--- config.mk ---
export PLATFORM = sky130hd
export DESIGN_NAME = vga_pixel_fetch_flat
export DESIGN_NICKNAME = d
export VERILOG_FILES = /design/src/rtl/vga_pixel_fetch_if.sv /design/src/rtl/vga_pixel_fetch.sv /design/src/flat_wrapper.sv
export SDC_FILE = /design/constraint.sdc
export NUM_CORES = 1
export LEC_CHECK = 0
export CORE_ASPECT_RATIO = 0.8
export CORE_UTILIZATION = 62
export CTS_CLUSTER_SIZE = 12
export DETAILED_ROUTE_END_ITERATION = 8
export PLACE_DENSITY = 0.79
export SLEW_MARGIN = 20
export SYNTH_ARGS = -nofsm -noshare
export SYNTH_HDL_FRONTEND = slang
export SYNTH_SLANG_ARGS = --single-unit
--- constraint.sdc ---
create_clock -name clk -period 7.78 [get_ports clk]
set_input_delay 1.556 -clock clk [delete_from_list [all_inputs] [get_ports clk]]
set_output_delay 1.556 -clock clk [all_outputs]
set_load 0.03 [all_outputs]
--- src/rtl/vga_pixel_fetch_if.sv ---
// Pixel-fetch bus bundle: display-side pixel handshake plus the VRAM read port.
// "slave" is the fetch block itself, "master" is the surrounding environment.
interface vga_pixel_fetch_if #(
  parameter int ADDR_W = 19,
  parameter int DATA_W = 12,
  parameter int DEPTH  = 16
) ();
  localparam int LVL_W = $clog2(DEPTH) + 1;

  logic              frame_start;
  logic              pix_req;
  logic [DATA_W-1:0] pix_data;
  logic              pix_valid;
  logic              vram_rd_en;
  logic [ADDR_W-1:0] vram_addr;
  logic              vram_rd_valid;
  logic [DATA_W-1:0] vram_rd_data;
  logic              underflow;
  logic [LVL_W-1:0]  fifo_level;

  modport slave (
    input  frame_start, pix_req, vram_rd_valid, vram_rd_data,
    output pix_data, pix_valid, vram_rd_en, vram_addr, underflow, fifo_level
  );
  modport master (
    output frame_start, pix_req, vram_rd_valid, vram_rd_data,
    input  pix_data, pix_valid, vram_rd_en, vram_addr, underflow, fifo_level
  );
endinterface

--- src/rtl/vga_pixel_fetch.sv ---
// Raster-order VRAM prefetcher: credit-limited reads into a small pixel FIFO,
// one registered pixel per pix_req, with in-flight returns dropped across frame_start.
module vga_pixel_fetch #(
  parameter int H_ACTIVE = 640,
  parameter int V_ACTIVE = 480,
  parameter int DEPTH    = 16,
  parameter int ADDR_W   = 19,
  parameter int DATA_W   = 12
) (
  input logic             clk,
  input logic             rst,
  vga_pixel_fetch_if.slave bus
);
  localparam int TOTAL = H_ACTIVE * V_ACTIVE;
  localparam int PTR_W = $clog2(DEPTH);
  localparam int LVL_W = PTR_W + 1;
  // Back-to-back frame_starts can stack up stale returns beyond DEPTH.
  localparam int DSC_W = LVL_W + 4;
  localparam logic [ADDR_W-1:0] LAST_ADDR = ADDR_W'(TOTAL - 1);
  localparam logic [LVL_W:0]    DEPTH_C   = (LVL_W + 1)'(DEPTH);

  typedef enum logic [1:0] {IDLE, FETCH, DONE} state_t;

  state_t              state, state_nx;
  logic [ADDR_W-1:0]   addr;
  logic [LVL_W-1:0]    count, outstanding;
  logic [DSC_W-1:0]    discard, inflight, inflight_nx;
  logic [PTR_W-1:0]    wr_ptr, rd_ptr;
  logic [DATA_W-1:0]   mem [DEPTH];
  logic [DATA_W-1:0]   pix_data_q;
  logic                pix_valid_q, underflow_q;
  logic                rd_en, push, pop;

  always_comb begin
    rd_en    = 1'b0;
    state_nx = state;
    if (state == FETCH && !bus.frame_start)
      rd_en = ({1'b0, count} + {1'b0, outstanding}) < DEPTH_C;
    if (bus.frame_start)
      state_nx = FETCH;
    else if (rd_en && addr == LAST_ADDR)
      state_nx = DONE;
  end

  always_ff @(posedge clk or posedge rst)
    if (rst) state <= IDLE;
    else     state <= state_nx;

  // Returns with no matching request (e.g. after reset) fall through unused.
  assign push = bus.vram_rd_valid && discard == '0 && outstanding != '0 && !bus.frame_start;
  assign pop  = bus.pix_req && count != '0 && !bus.frame_start;

  // Everything still in flight at frame_start must be swallowed; a return
  // landing in that same cycle already accounts for one of them.
  always_comb begin
    inflight    = discard + DSC_W'(outstanding);
    inflight_nx = inflight - DSC_W'(bus.vram_rd_valid && inflight != '0);
  end

  always_ff @(posedge clk)
    if (push) mem[wr_ptr] <= bus.vram_rd_data;

  always_ff @(posedge clk or posedge rst) begin
    if (rst) begin
      addr        <= '0;
      count       <= '0;
      outstanding <= '0;
      discard     <= '0;
      wr_ptr      <= '0;
      rd_ptr      <= '0;
      pix_data_q  <= '0;
      pix_valid_q <= 1'b0;
      underflow_q <= 1'b0;
    end else if (bus.frame_start) begin
      addr        <= '0;
      count       <= '0;
      outstanding <= '0;
      discard     <= inflight_nx;
      wr_ptr      <= '0;
      rd_ptr      <= '0;
      pix_valid_q <= 1'b0;
      underflow_q <= 1'b0;
    end else begin
      if (rd_en && addr != LAST_ADDR) addr <= addr + 1'b1;
      outstanding <= outstanding + LVL_W'(rd_en) - LVL_W'(push);
      if (bus.vram_rd_valid && discard != '0) discard <= discard - 1'b1;
      if (push) wr_ptr <= wr_ptr + 1'b1;
      if (pop)  rd_ptr <= rd_ptr + 1'b1;
      count <= count + LVL_W'(push) - LVL_W'(pop);
      if (bus.pix_req) begin
        if (count != '0) begin
          pix_data_q  <= mem[rd_ptr];
          pix_valid_q <= 1'b1;
        end else begin
          pix_data_q  <= '0;
          pix_valid_q <= 1'b0;
          underflow_q <= 1'b1;
        end
      end else begin
        pix_valid_q <= 1'b0;
      end
    end
  end

  assign bus.vram_rd_en = rd_en;
  assign bus.vram_addr  = addr;
  assign bus.pix_data   = pix_data_q;
  assign bus.pix_valid  = pix_valid_q;
  assign bus.underflow  = underflow_q;
  assign bus.fifo_level = count;
endmodule
--- src/flat_wrapper.sv ---
// flat-port wrapper written by rule: the top's interface ports become plain ports
module vga_pixel_fetch_flat 
#(
  parameter int H_ACTIVE = 640,
  parameter int V_ACTIVE = 480,
  parameter int DEPTH    = 16,
  parameter int ADDR_W   = 19,
  parameter int DATA_W   = 12
)
  (clk, rst, bus_frame_start, bus_pix_req, bus_vram_rd_valid, bus_vram_rd_data, bus_pix_data, bus_pix_valid, bus_vram_rd_en, bus_vram_addr, bus_underflow, bus_fifo_level);
  vga_pixel_fetch_if #(.ADDR_W(ADDR_W), .DATA_W(DATA_W), .DEPTH(DEPTH)) bus_i ();
  input logic clk;
  input logic rst;
  input wire logic [$bits(bus_i.frame_start)-1:0] bus_frame_start;
  input wire logic [$bits(bus_i.pix_req)-1:0] bus_pix_req;
  input wire logic [$bits(bus_i.vram_rd_valid)-1:0] bus_vram_rd_valid;
  input wire logic [$bits(bus_i.vram_rd_data)-1:0] bus_vram_rd_data;
  output wire logic [$bits(bus_i.pix_data)-1:0] bus_pix_data;
  output wire logic [$bits(bus_i.pix_valid)-1:0] bus_pix_valid;
  output wire logic [$bits(bus_i.vram_rd_en)-1:0] bus_vram_rd_en;
  output wire logic [$bits(bus_i.vram_addr)-1:0] bus_vram_addr;
  output wire logic [$bits(bus_i.underflow)-1:0] bus_underflow;
  output wire logic [$bits(bus_i.fifo_level)-1:0] bus_fifo_level;
  assign bus_i.frame_start = bus_frame_start;
  assign bus_i.pix_req = bus_pix_req;
  assign bus_i.vram_rd_valid = bus_vram_rd_valid;
  assign bus_i.vram_rd_data = bus_vram_rd_data;
  assign bus_pix_data = bus_i.pix_data;
  assign bus_pix_valid = bus_i.pix_valid;
  assign bus_vram_rd_en = bus_i.vram_rd_en;
  assign bus_vram_addr = bus_i.vram_addr;
  assign bus_underflow = bus_i.underflow;
  assign bus_fifo_level = bus_i.fifo_level;
  vga_pixel_fetch #(.H_ACTIVE(H_ACTIVE), .V_ACTIVE(V_ACTIVE), .DEPTH(DEPTH), .ADDR_W(ADDR_W), .DATA_W(DATA_W)) u_core (.clk(clk), .rst(rst), .bus(bus_i));
endmodule
==> results of run 1 <==
[worst reg2reg max path, cell delays in order (launching register included)]
cell      delay, ps
dfrtp_1         450
ha_1            260
fa_1            470
and2_1          210
a31o_2          240
a311o_1         270
a41oi_1         430
nor3_1          110
a41oi_1         240
ha_1            200
ha_1            210
or3b_2          450
o22ai_1         160
a21oi_1         130
o2111a_1        300
nor3_1          250
xnor2_1         150
[cell families after synthesis]
family                   count (synthesis)
AO/OA/AOI/OAI                           69
XOR/XNOR                                43
buffers and inverters                   62
flip-flops                             254
multiplexers                            62
AND/OR/NAND/NOR                        154
adder cells (fa/ha/maj)                 33
[stage by stage]
step                      std cells  hold slack [ps]  setup WS (ps)  utilization
after detailed placement        928              475           2470        0.677
final                           974              483           2430        0.719
after floorplan                 677              445           3520            -
after global placement          928              466           2530        0.677
after CTS                       974              488           2450        0.718
after global routing            974              524           2270        0.719
[final cells by class]
class                   instances  share of cell area
clock buffers                  43              0.0561
clock inverters                 3             0.00140
inverters                      30             0.00899
multi-input cells             361               0.281
flip-flops and latches        254               0.584
well taps                     225              0.0225
repair buffers                 58              0.0453
[synthesized netlist by cell type (all sizes together), types with 2 or more instances]
cell    number  area [um2]
or4          4        33.8
xor2        13         114
nor4         7        50.1
nand4        4        25.0
inv         30         113
a21o         8        60.1
edfxtp     192        5770
mux2i        2        20.0
fa           3        60.1
dfrtp       62        1550
nor4b        7        76.3
or2          2        12.5
and4         2        17.5
a21oi       16        80.1
ha          30         375
and3         6        37.5
a31o         3        26.3
nor2        43         164
or3          6        37.5
nand2       21        78.8
or4b         2        20.0
and2        14        87.6
buf          8        45.0
a211oi       3        22.5
nor2b        4        25.0
a22o        12         105
xnor2       30         263
clkbuf      24        90.1
o31ai        2        15.0
nor3        12        60.1
o21ai       13        65.1
a41oi        2        17.5
mux4        60        1350
nor3b        2        15.0
nand3       13        65.1
[final timing paths]
path                                             from                endpoint  slack (ps)
worst max-delay path                  bus_frame_start          bus_vram_rd_en        2430
worst min-delay path                  u_core.state[0]         u_core.state[0]         480
worst max register to register  u_core.outstanding[0]       u_core.discard[6]        3140
worst min register to register        u_core.state[0]         u_core.state[0]         480
max in group asynchronous                         rst        u_core.rd_ptr[3]        5540
min in group asynchronous                         rst  u_core.bus.pix_data[7]        1610
[state kept, by name, indices dropped and copies added (netlist names)]
name                   flops
u_core.bus.vram_addr      19
u_core.discard             9
u_core.bus.fifo_level      5
u_core.outstanding         5
u_core.bus.pix_data       12
u_core.bus.underflow       1
u_core.state               2
u_core.rd_ptr              4
u_core.bus.pix_valid       1
u_core.mem               192
u_core.wr_ptr              4
[power by group]
part	switching [W]	leakage, nW	internal (W)
sequential	0.000115	2.54	0.00154
combinational	0.000562	1.45	0.000493
clock	0.000472	0.345	0.000611
total	0.00115	4.34	0.00265
[layer usage]
metal | part of all wire | up-vias
met4 | 0.016 | 0
met1 | 0.45 | 3194
met5 | 0 | -
li1 | - | 2731
met2 | 0.46 | 307
met3 | 0.082 | 37
==> results_dict.tcl, run 1 <==
set metrics [dict create \
    status "complete, no violations" \
    busiest_layer "met1" \
    yosys_warnings 0 \
    post_cts_resized 0 \
    power.total_w 0.00380 \
    cts_hold_buf 0 \
    grt_pass1_wl_mm 36.3 \
    worstSetupPathType "in2out" \
    synth_edf_count 192 \
    place.gp.congestion 0.883 \
    rows 43 \
    maxSlewViolCount 0 \
    nFillCells 1080 \
    die_area_um2 18400 \
    drt-total-wl_mm 23.7 \
    cts_buffer_depth 3 \
    cts_tree "done" \
    wire_per_inst_um 24.3 \
    regArea_um2 7320 \
    cp_common_cell "inv_1" \
    dr.pass1.iters 5 \
    cp-start-kind "input port" \
    nets 780 \
    hold_path_depth 2 \
    io_pins 56 \
    ys_async_sr_fraction 0.244 \
    grt_pass1_vias 6245 \
    synth-xor-area-share 0.0340 \
    slew_headroom 0.290 \
    drcViolationCount 0 \
    cp-end-kind "output port" \
    path_clk_slew_ps 60 \
    hold_violations 0 \
    synthMuxAreaShare 0.124 \
    r2r_cells 16 \
    post-route-min-period_ps 5350 \
    ys_ff_latch 254 \
    syn_to_final_growth_pct 13.1 \
    placed_cell_area_um2 11800 \
    cp_top_family "buffers and inverters" \
    fin_setup_tns_ps 0 \
    synth_compound_gate_area_share 0.0435 \
    grt_util_met3 0.0446 \
    clk_latency_ps 520 \
    die_x_um 151 \
    cp_num_cells 7 \
    synth_flop_cell "edfxtp_1" \
    grt_util_met1 0.435 \
    ys_seq_area_frac 0.660 \
    grt_max_degree 63 \
    synth_top_family_by_area "multiplexers" \
    synthAdderAreaFrac 0.0393 \
    synth_cells 677 \
    vias_per_cell 6.44 \
    hpwl_mm 15.1 \
    ant_nets 0 \
    synth-simple-area-share 0.0766 \
    leakage_nw 4.34 \
    peakVddDrop_v 0.000198 \
    syn_area_per_cell_um2 16.4 \
    syn-num-nets 727 \
    die-height_um 122 \
    cts_buffers 25 \
    cts_root_buf "clkbuf_16" \
    final_cell_mix "edfxtp_1, mux4_2, dfrtp_1" \
    io_buffers 55 \
    layout_commonest_cell "edfxtp_1" \
    syn_area_um2 11100 \
    crit_arrival_ps 3790 \
    crit_chain "buf_2 -> buf_4 -> inv_1 -> nand3_1 -> a21o_1 -> inv_1 -> clkdlybuf4s50_1" \
    htree_levels 1 \
    drive_above_1_share 0.147 \
    fmaxAchievable_mhz 187 \
    drt_iter0_markers 625 \
    hold_class "reg2reg" \
    cp.required_ps 6220 \
    cts.sinks 254 \
    multi_input_area_um2 3520 \
    cp_slowest_cell "clkdlybuf4s50_1" \
    grt_util_met2 0.404 \
    path_buf_inv 5 \
    rsz0062_at_grt "no" \
    grt_overflow_total 0 \
    antenna_cells 0 \
    power-per-cell-area_nw_per_um2 303 \
    stdcell_area_um2 12500 \
    antenna_found_initial 1 \
    slowest_delay_ps 600 \
    crit_path_max_fanout 54 \
    worstMarginPinSlew_ps 1060 \
    vias 6269 \
    cts_setup_buffers 0 \
    cap_violations 0 \
    grt_usage 0.273 \
    core_area_um2 17400 \
    skew_ps 23.6 \
    finalSetupViolations 0 \
    initial_core_util 0.636 \
    yosysUniqueCellTypes 55 \
    fin_crit_sh 0.688 \
]
Power figures use the tool's default switching activity.
==> run 2: changes to the inputs <==
CORE_UTILIZATION = 60   (was 62)
PLACE_DENSITY = 0.77   (was 0.79)
clock period = 5.15 ns   (was 7.78 ns; I/O delays follow)
==> run 2 against run 1 <==
  * Count of clock-buffer cells in the layout rose by 1
  * Non-clock buffer count increased by 9
  * Largest power group unchanged
  * Highest routed layer unchanged
  * Largest cell class unchanged
  * First-iteration DRC count down 7.0%
  * Worst setup slack got worse by 2000 ps
  * Sequential share of layout area fell by 0.76 points
  * Routed wire length fell by 2.7%
  * Final area is 1.3% higher
  * Final cell count increased by 1.6%
  * Combinational power rose by 49%
  * Sequential power rose by 50%
  * Clock skew shrank 2.5 ps
==> results_dict.tcl, run 2 (synthesis gave the netlist of run 1 again) <==
set metrics [dict create \
    status "complete, no violations" \
    drcViolationCount 0 \
    dr.pass1.iters 7 \
    die_x_um 154 \
    cts_buffer_depth 3 \
    hold_class "reg2reg" \
    power.total_w 0.00583 \
    layout_commonest_cell "edfxtp_1" \
    cap_violations 0 \
    cp-start-kind "register" \
    die-height_um 124 \
    cts_root_buf "clkbuf_16" \
    drt_iter0_markers 581 \
    power-per-cell-area_nw_per_um2 460 \
    initial_core_util 0.612 \
    htree_levels 1 \
    stdcell_area_um2 12700 \
    cts_buffers 26 \
    nets 790 \
    fin_setup_tns_ps 0 \
    grt_usage 0.253 \
    ant_nets 0 \
    maxSlewViolCount 0 \
    cp_top_family "compound AO/OA/AOI/OAI gates" \
    finalSetupViolations 0 \
    crit_chain "ha_1 -> fa_1 -> and2_1 -> a31o_2 -> a311o_1 -> a41oi_1 -> nor3_1 -> a41oi_1 -> ha_1 -> ha_1 -> or3b_2 -> o22ai_1 -> a21oi_1 -> o2111a_1 -> nor3_1 -> xnor2_1" \
    clk_latency_ps 540 \
    rows 44 \
    fin_crit_sh 0.912 \
    vias_per_cell 6.30 \
    leakage_nw 4.44 \
    die_area_um2 19000 \
    crit_arrival_ps 5140 \
    cts_hold_buf 0 \
    drive_above_1_share 0.162 \
    cp.required_ps 5600 \
    largest_reg_flops 192 \
    cp_slowest_cell "fa_1" \
    antenna_cells 0 \
    slew_headroom 0.336 \
    worstMarginPinSlew_ps 997 \
    place.gp.congestion 0.836 \
    worstSetupPathType "reg2reg" \
    crit_path_max_fanout 6 \
    placed_cell_area_um2 11900 \
    syn_to_final_growth_pct 14.5 \
    skew_ps 21.1 \
    hpwl_mm 13.9 \
    rsz0062_at_grt "no" \
    antenna_found_initial 0 \
    wire_per_inst_um 23.3 \
    final_cell_mix "edfxtp_1, mux4_2, dfrtp_1" \
    path_clk_slew_ps 60 \
    core_area_um2 18100 \
    grt_max_degree 54 \
    path_buf_inv 0 \
    cts_tree "done" \
    post-route-min-period_ps 4690 \
    grt_pass1_wl_mm 35.4 \
    cp-end-kind "register" \
    largest_register "u_core.mem" \
    cts.sinks 254 \
    grt_pass1_vias 6339 \
    slowest_delay_ps 480 \
    io_buffers 55 \
    drt-total-wl_mm 23.1 \
    vias 6238 \
    grt_overflow_total 0 \
    peakVddDrop_v 0.000288 \
    cts_setup_buffers 0 \
    hold_violations 0 \
    cp_common_cell "ha_1" \
    io_pins 56 \
    fmaxAchievable_mhz 213 \
    post_cts_resized 0 \
]
==> run 2: cell count changes in the layout (fill, tap and decap cells not counted), moves of 2 or more <==
cell	previous run	this run
buf_4	3	12
nor2_1	39	42
nor2_2	4	1
clkbuf_8	1	5
dfrtp_2	1	3
clkbuf_1	17	13
==> run 2: area by class of cell <==
class / count / area, um2
repair buffers: 67 / 636
inverters: 30 / 113
clock buffers: 44 / 768
fillers: 1134 / 5420
well taps: 230 / 288
flip-flops and latches: 254 / 7320
multi-input cells: 361 / 3520
clock inverters: 4 / 42.5
==> run 2: metal layers <==
layer	vias to the layer above	part of all wire	track usage
met5	-	0	0
met4	0	0.021	0.0725
met3	43	0.058	0.0410
met2	230	0.49	0.411
met1	3213	0.43	0.360
li1	2752	-	-
==> run 2: power breakdown <==
part | internal (W) | switching [W] | total [W]
clock network | 0.00102 | 0.000747 | 0.00176
logic | 0.000746 | 0.000833 | 0.00158
registers | 0.00233 | 0.000162 | 0.00249
total | 0.00409 | 0.00174 | 0.00583
==> run 2: path summary, 6_finish.rpt <==
kind / slack (ps) / start / cells after the start / end
worst max-delay path: 460 / u_core.outstanding[0] / 16 / u_core.discard[6]
worst min-delay path: 510 / u_core.bus.pix_data[9] / 1 / u_core.bus.pix_data[9]
worst max register to register: 460 / u_core.outstanding[0] / 16 / u_core.discard[6]
worst min register to register: 510 / u_core.bus.pix_data[9] / 1 / u_core.bus.pix_data[9]
max in group asynchronous: 3300 / rst / 3 / u_core.rd_ptr[1]
min in group asynchronous: 850 / rst / 2 / u_core.bus.pix_data[7]
==> run 2: stage by stage <==
stage / hold slack, ps / setup WS, ps / util / std cells
after floorplan: 445 / 1020 / - / 677
after global placement: 460 / 759 / 0.655 / 942
after detailed placement: 490 / 585 / 0.655 / 942
after CTS: 504 / 555 / 0.700 / 990
after global routing: 525 / 224 / 0.701 / 990
final: 506 / 456 / 0.701 / 990
